`config.mk`:
```
export PLATFORM = sky130hd
export DESIGN_NAME = gray_input_debounce_flat
export DESIGN_NICKNAME = d
export VERILOG_FILES = /design/src/rtl/gray_input_debounce_if.sv /design/src/rtl/gray_input_debounce.sv /design/src/flat_wrapper.sv
export SDC_FILE = /design/constraint.sdc
export NUM_CORES = 1
export LEC_CHECK = 0
export CAP_MARGIN = 20
export CORE_MARGIN = 2
export CORE_UTILIZATION = 44
export CTS_CLUSTER_DIAMETER = 200
export CTS_CLUSTER_SIZE = 10
export DETAILED_ROUTE_END_ITERATION = 7
export PLACE_DENSITY = 0.73
export SLEW_MARGIN = 0
export SYNTH_ARGS = -nofsm -noshare
export SYNTH_HDL_FRONTEND = slang
export SYNTH_SLANG_ARGS = --single-unit
export TNS_END_PERCENT = 1
```
`constraint.sdc`:
```
create_clock -name clk -period 2.6 [get_ports clk]
set_input_delay 0.39 -clock clk [delete_from_list [all_inputs] [get_ports clk]]
set_output_delay 0.39 -clock clk [all_outputs]
set_load 0.05 [all_outputs]
```
`src/rtl/gray_input_debounce_if.sv`:
```
// gray_input_debounce_if
//   Bundles the switch input and the debounced outputs of gray_input_debounce.
//   slave  : the debouncer (consumes sw_i, produces the debounced vector and pulses)
//   master : the surrounding logic / bench (drives sw_i, observes the rest)
//   sw_i       raw asynchronous gray-code switches, sw_i[WIDTH-1] = MSB
//   s_o        debounced registered gray code, feeds the decoder
//   upd_o      one-cycle pulse after each commit of s_o
//   gray_err_o one-cycle pulse with upd_o when the commit changed more than one bit
//   settling_o high while a candidate value is being timed
interface gray_input_debounce_if #(
   parameter int WIDTH = 4
);
   logic [WIDTH-1:0] sw_i;
   logic [WIDTH-1:0] s_o;
   logic             upd_o;
   logic             gray_err_o;
   logic             settling_o;

   modport slave (
      input  sw_i,
      output s_o, upd_o, gray_err_o, settling_o
   );

   modport master (
      output sw_i,
      input  s_o, upd_o, gray_err_o, settling_o
   );
endinterface

```
`src/rtl/gray_input_debounce.sv`:
```
// gray_input_debounce
//   Synchronises a raw gray-code switch vector, debounces the whole vector as one
//   unit and presents a glitch-free registered code on bus.s_o for the downstream
//   gray-to-binary decoder. Every commit pulses upd_o; a commit whose old and new
//   values differ in more than one bit also pulses gray_err_o (the commit still
//   happens).
//   clk    rising-edge system clock
//   rst_n  asynchronous active-low reset
//   bus    gray_input_debounce_if.slave (sw_i in; s_o, upd_o, gray_err_o, settling_o out)
module gray_input_debounce #(
   parameter int WIDTH           = 4,
   parameter int DEBOUNCE_CYCLES = 16
) (
   input  logic                  clk,
   input  logic                  rst_n,
   gray_input_debounce_if.slave  bus
);
   localparam int             CW      = $clog2(DEBOUNCE_CYCLES);
   localparam logic [CW-1:0]  CNT_MAX = CW'(DEBOUNCE_CYCLES - 1);

   typedef enum logic {STABLE = 1'b0, SETTLE = 1'b1} state_t;

   state_t            state, state_n;
   logic [WIDTH-1:0]  sync1, sync2;
   logic [WIDTH-1:0]  cand, cand_n;
   logic [WIDTH-1:0]  s, s_n;
   logic [CW-1:0]     cnt, cnt_n;
   logic              upd, upd_n;
   logic              err, err_n;

   // True when more than one bit is set, i.e. the transition was not a gray step.
   function automatic logic multi_bit(input logic [WIDTH-1:0] d);
      int n;
      n = 0;
      for (int i = 0; i < WIDTH; i++) n += int'(d[i]);
      return n > 1;
   endfunction

   always_ff @(posedge clk or negedge rst_n) begin
      if (!rst_n) begin
         sync1 <= '0;
         sync2 <= '0;
         state <= STABLE;
         cand  <= '0;
         s     <= '0;
         cnt   <= '0;
         upd   <= 1'b0;
         err   <= 1'b0;
      end else begin
         sync1 <= bus.sw_i;
         sync2 <= sync1;
         state <= state_n;
         cand  <= cand_n;
         s     <= s_n;
         cnt   <= cnt_n;
         upd   <= upd_n;
         err   <= err_n;
      end
   end

   always_comb begin
      state_n = state;
      cand_n  = cand;
      s_n     = s;
      cnt_n   = cnt;
      upd_n   = 1'b0;
      err_n   = 1'b0;
      case (state)
         STABLE: begin
            if (sync2 != s) begin
               cand_n  = sync2;
               cnt_n   = '0;
               state_n = SETTLE;
            end
         end
         SETTLE: begin
            if (sync2 != cand) begin
               cnt_n = '0;
               if (sync2 == s) begin
                  state_n = STABLE;     // bounced back to the committed value
               end else begin
                  cand_n  = sync2;      // new candidate: restart the window
               end
            end else if (cnt != CNT_MAX) begin
               cnt_n = cnt + 1'b1;
            end else begin
               s_n     = cand;
               upd_n   = 1'b1;
               err_n   = multi_bit(cand ^ s);
               cnt_n   = '0;
               state_n = STABLE;
            end
         end
         default: state_n = STABLE;
      endcase
   end

   assign bus.s_o        = s;
   assign bus.upd_o      = upd;
   assign bus.gray_err_o = err;
   assign bus.settling_o = (state == SETTLE);
endmodule

```
`src/flat_wrapper.sv`:
```
// flat-port wrapper written by rule: the top's interface ports become plain ports
module gray_input_debounce_flat 
#(
   parameter int WIDTH           = 4,
   parameter int DEBOUNCE_CYCLES = 16
)
  (clk, rst_n, bus_sw_i, bus_s_o, bus_upd_o, bus_gray_err_o, bus_settling_o);
  gray_input_debounce_if #(.WIDTH(WIDTH)) bus_i ();
  input  logic clk;
  input  logic rst_n;
  input wire logic [$bits(bus_i.sw_i)-1:0] bus_sw_i;
  output wire logic [$bits(bus_i.s_o)-1:0] bus_s_o;
  output wire logic [$bits(bus_i.upd_o)-1:0] bus_upd_o;
  output wire logic [$bits(bus_i.gray_err_o)-1:0] bus_gray_err_o;
  output wire logic [$bits(bus_i.settling_o)-1:0] bus_settling_o;
  assign bus_i.sw_i = bus_sw_i;
  assign bus_s_o = bus_i.s_o;
  assign bus_upd_o = bus_i.upd_o;
  assign bus_gray_err_o = bus_i.gray_err_o;
  assign bus_settling_o = bus_i.settling_o;
  gray_input_debounce #(.WIDTH(WIDTH), .DEBOUNCE_CYCLES(DEBOUNCE_CYCLES)) u_core (.clk(clk), .rst_n(rst_n), .bus(bus_i));
endmodule
```
### Word-level counts from Yosys, hierarchy flattened

Index checks and enable logic that the tools add are counted.

| word-level totals | value |
|---|---|
| register bits | 23 |
| word-level logic and storage cells | 45 |
| input port bits | 6 |
| output and inout bits | 7 |

| operators by class | value |
|---|---|
| magnitude comparators | 1 |
| mux-type cells | 19 |
| reduce and logical (&&, ||, !) cells | 2 |
| equality and inequality tests | 7 |
| add/subtract/negate cells | 4 |
| bitwise gates (word level) | 4 |

Operators with widths:

| cell | number |
|---|---|
| $add 32x2->32 | 2 |
| $gt 32x2->1 const B | 1 |
| $mux 4 | 6 |
| $pmux 4 s2 | 2 |
| $mux 1 | 10 |
| $ne 4x4->1 | 2 |
| $reduce_and 3->1 | 2 |
| $add 4x1->4 const B | 1 |
| $eq 4x4->1 | 1 |
| $ne 2x2->1 const B | 2 |
| $ne 4x4->1 const B | 1 |
| $xor 4x4->4 | 1 |
| $not 1->1 | 3 |
| $add 1x1->2 | 1 |
| $ne 2x1->1 const B | 1 |
| $pmux 1 s2 | 1 |

### Longest topological paths before layout

| logic depth | value |
|---|---|
| depth after elaboration | 8 |
| mapped depth | 5 |

### Least setup slack after synthesis

No wires, ideal clock.

| path | value |
|---|---|
| kind | reg-to-reg |
| start | reg u_core.s[0], in the netlist u_core.bus.s_o[0] |
| end | reg u_core.err, in the netlist u_core.bus.gray_err_o |
| slack | 0.835 ns |
| stages on the path, launching flop included | 6 |
| arrival | 1.636 ns |
| cells stage by stage | dfrtp_1 > xor2_1 > ha_1 > ha_1 > a211oi_1 > nor4_1 |

| between the ends | value |
|---|---|
| word-level cells in the longest chain between the ends | 8 |

Ends and longest elaborated chain:

| what | RTL line | RTL |
|---|---|---|
| from (decl) | gray_input_debounce.sv:26 | `logic [WIDTH-1:0] s, s_n;` |
| from (signal assigned) | gray_input_debounce.sv:54 | `s <= s_n;` |
| $xor 4x4->4 | gray_input_debounce.sv:89 | `err_n = multi_bit(cand ^ s);` |
| $add 1x1->2 | gray_input_debounce.sv:35 | `for (int i = 0; i < WIDTH; i++) n += int'(d[i]);` |
| $add 32x2->32 (2 in a row) | gray_input_debounce.sv:35 |  |
| $gt 32x2->1 | gray_input_debounce.sv:36 | `return n > 1;` |
| $mux 1 | gray_input_debounce.sv:84 | `end else if (cnt != CNT_MAX) begin` |
| $mux 1 | gray_input_debounce.sv:77 | `if (sync2 != cand) begin` |
| $mux 1 | gray_input_debounce.sv:68 | `case (state)` |
| named net u_core.err_n | gray_input_debounce.sv:29 | `logic err, err_n;` |
| to (signal assigned) | gray_input_debounce.sv:57 | `err <= err_n;` |
| to (decl) | gray_input_debounce.sv:29 |  |

The timed path passes the listed nets, and every way through them passes these cells.
A chain may end at the register's enable or synchronous reset.

### Worst setup path in the final report

| path | value |
|---|---|
| start | reg u_core.s[2], in the netlist u_core.bus.s_o[2] |
| end | out bus_s_o[2] |

RTL lines:

| what | RTL line | RTL |
|---|---|---|
| to (decl) | flat_wrapper.sv:12 | `output wire logic [$bits(bus_i.s_o)-1:0] bus_s_o;` |

No word-level cell between the ends.

==> results.json <==
{
  "grt_use_total_pct": 14.0,
  "dieArea_um2": 2590,
  "fill_cells": 175,
  "rr_worst_depth": 4,
  "holdPathStages": 0,
  "critPathBufInv": 1,
  "clock_latency_ps": 310,
  "viasPerCell": 5.19,
  "clockBufferDepth": 2,
  "min_to": "u_core.sync2[1]$_DFF_PN0_",
  "outcome": "complete, no violations",
  "io_pins": 13,
  "wl_per_cell_um": 12.6,
  "netlist.area_leader.share_pct": 59.4,
  "slowest_delay_ps": 830,
  "setup_viol": 0,
  "overflow": 0,
  "grt_max_degree": 24,
  "p_leak_nw": 0.505,
  "tightest_slew_ps": 494,
  "max_slew_margin_pct": 67.0,
  "cts_resized": 0,
  "layout-drive-gt1-share_pct": 18.6,
  "cts_buffers": 3,
  "drt_iter0_drc": 10,
  "crit_path_start_kind": "register",
  "vias": 587,
  "timing.reg2reg.setup_slack_ps": 940,
  "crit_fanout": 4,
  "port_buffers": 12,
  "yosysUniqueCellTypes": 21,
  "yosysTopAreaCell": "dfrtp_1",
  "drt-total-wl_um": 1420,
  "yosysSeqAreaShare_pct": 59.4,
  "worstSetupPathType": "register to output port",
  "place_congestion": 0.743,
  "cts_root_buf": "clkbuf_4",
  "final_cell_mix": "dfrtp_1 (23), clkdlybuf4s50_1 (12), xnor2_1 (8), mux2_2 (8), xor2_1 (4)",
  "route.detailed.drc": 0,
  "synth_area_leaders": "dfrtp_1 (59%), mux2_2 (9.3%), xnor2_1 (7.2%)",
  "critPathTopFamily": "buffers and inverters",
  "ir_worst_vdd_mv": 0.382,
  "min_period_ps": 1960,
  "arrival_ps": 1570,
  "cp_slowest_cell": "clkdlybuf4s50_1",
  "avgSynthCellArea_um2": 14.0,
  "grt_pass1_wl_um": 2590,
  "synth_fp_nets": 78,
  "dieHeight_um": 50.9,
  "end_kind": "output port",
  "drtAntennaViolNets": 0,
  "clock_sink_count": 23,
  "fin_setup_tns_ps": 0,
  "total_power_mw": 0.600,
  "dp.cells": 109,
  "n_antenna_cell": 0,
  "hold_buffers": 0,
  "start_util_pct": 47.9,
  "r2r_end": "u_core.bus.s_o[1]$_DFFE_PN0P_",
  "path_clk_slew_ps": 120,
  "syn_area_um2": 968,
  "yosys_warnings": 0,
  "syn_inst": 69,
  "place_area_um2": 1130,
  "cts_tree": "yes",
  "report.final.slew_viol_count": 0,
  "fin_area_um2": 1160,
  "cp.required_ps": 2210,
  "fmax_ghz": 0.509,
  "cp_cell_sequence": "clkdlybuf4s50_1",
  "fin_nets": 96,
  "instances_no_fill": 113,
  "hp-start": "u_core.sync1[1]$_DFF_PN0_",
  "cts_setup_buffers": 0,
  "final_common_cell": "dfrtp_1",
  "first_pass_iters": 4,
  "hp-class": "register to register",
  "drv_cap": 0,
  "ys_ff_latch": 23,
  "rsz0062_at_grt": "no",
  "final_util_pct": 57.2,
  "area_growth_pct": 19.4,
  "antenna_found_initial": 0,
  "clock_skew_ps": 2.85,
  "fin_crit_sh_pct": 75.5,
  "hold_viol": 0,
  "num_rows": 16,
  "timing.rr.start": "u_core.cnt[0]$_DFFE_PN0P_",
  "cts.htree.levels": 1,
  "fp.dieW_um": 50.9,
  "core_area_um2": 2020,
  "power_density_nw_per_um2": 519,
  "grt_pass1_vias": 593
}
-- how the worst max path moves through the flow --
| stage | startpoint | to | slack, ps | cells after the start |
|---|---|---|---|---|
| after floorplan | u_core.bus.s_o[0]$_DFFE_PN0P_ | u_core.bus.gray_err_o$_DFF_PN0_ | 840 | 5 |
| after global placement | u_core.bus.s_o[1]$_DFFE_PN0P_ | u_core.cand[2]$_DFFE_PN0P_ | 970 | 4 |
| after detailed placement | u_core.cnt[0]$_DFFE_PN0P_ | u_core.bus.s_o[2]$_DFFE_PN0P_ | 960 | 4 |
| after CTS | u_core.bus.s_o[1]$_DFFE_PN0P_ | bus_s_o[1] | 620 | 1 |
| after global routing | u_core.bus.s_o[2]$_DFFE_PN0P_ | bus_s_o[2] | 570 | 1 |
| final | u_core.bus.s_o[2]$_DFFE_PN0P_ | bus_s_o[2] | 640 | 1 |
-- synthesized netlist by cell type --
master and number:
a211oi_1 2, a21o_1 1, a22o_1 3, a31oi_1 1, dfrtp_1 23, ha_1 3, mux2_2 8, nand2_1 2
nand3_1 3, nand3_2 1, nand4_1 1, nor2_1 2, nor2b_1 1, nor3_4 1, nor4_1 1, o21ai_0 1
o21ba_2 1, o32ai_1 1, or2_2 1, xnor2_1 8, xor2_1 4
-- logic make-up (layout without fill, tap and decap cells) --
logic type | count (synthesis) | count (layout) | share of synthesized area [%]
AO/OA/AOI/OAI | 10 | 10 | 8.14
XOR/XNOR | 12 | 12 | 10.9
adder cells (fa/ha/maj) | 3 | 3 | 3.88
buffers and inverters | 0 | 17 | 0
flip-flops | 23 | 23 | 59.4
multiplexers | 8 | 8 | 9.30
AND/OR/NAND/NOR | 13 | 13 | 8.40
-- area by class of cell --
class | instances | area, um^2 | share of cell area (%)
multi-input cells | 46 | 393 | 34.0
flip-flops and latches | 23 | 576 | 49.8
clock buffers | 4 | 26.3 | 2.27
repair buffers | 13 | 128 | 11.0
well taps | 27 | 33.8 | 2.92
-- stage by stage --
step / hold WS, ps / worst slack (ps)
floorplan: 94.4 / 835
global placement: 332 / 975
detailed placement: 336 / 963
CTS: 364 / 621
global route: 373 / 575
finish: 360 / 637
-- metal layers --
metal / GRT usage, % / part of all wire, %
met1: 17.5 / 48
met2: 20.6 / 44
met3: 3.80 / 4.1
met4: 10.8 / 3.8
met5: 0 / 0
-- registers in the layout, indices dropped and copies added, names as in the netlist --
register and flops:
u_core.bus.upd_o 1, u_core.cand 4, u_core.sync2 4, u_core.bus.s_o 4, u_core.sync1 4, u_core.bus.gray_err_o 1
u_core.cnt 4, u_core.bus.settling_o 1
-- report_power, final --
part	switching [mW]	total (mW)	internal [mW]	leakage, nW
sequential	0.0114	0.381	0.370	0.289
clock	0.102	0.162	0.0600	0.0150
combinational	0.0290	0.0574	0.0285	0.202
(Power assumes the default switching activity.)
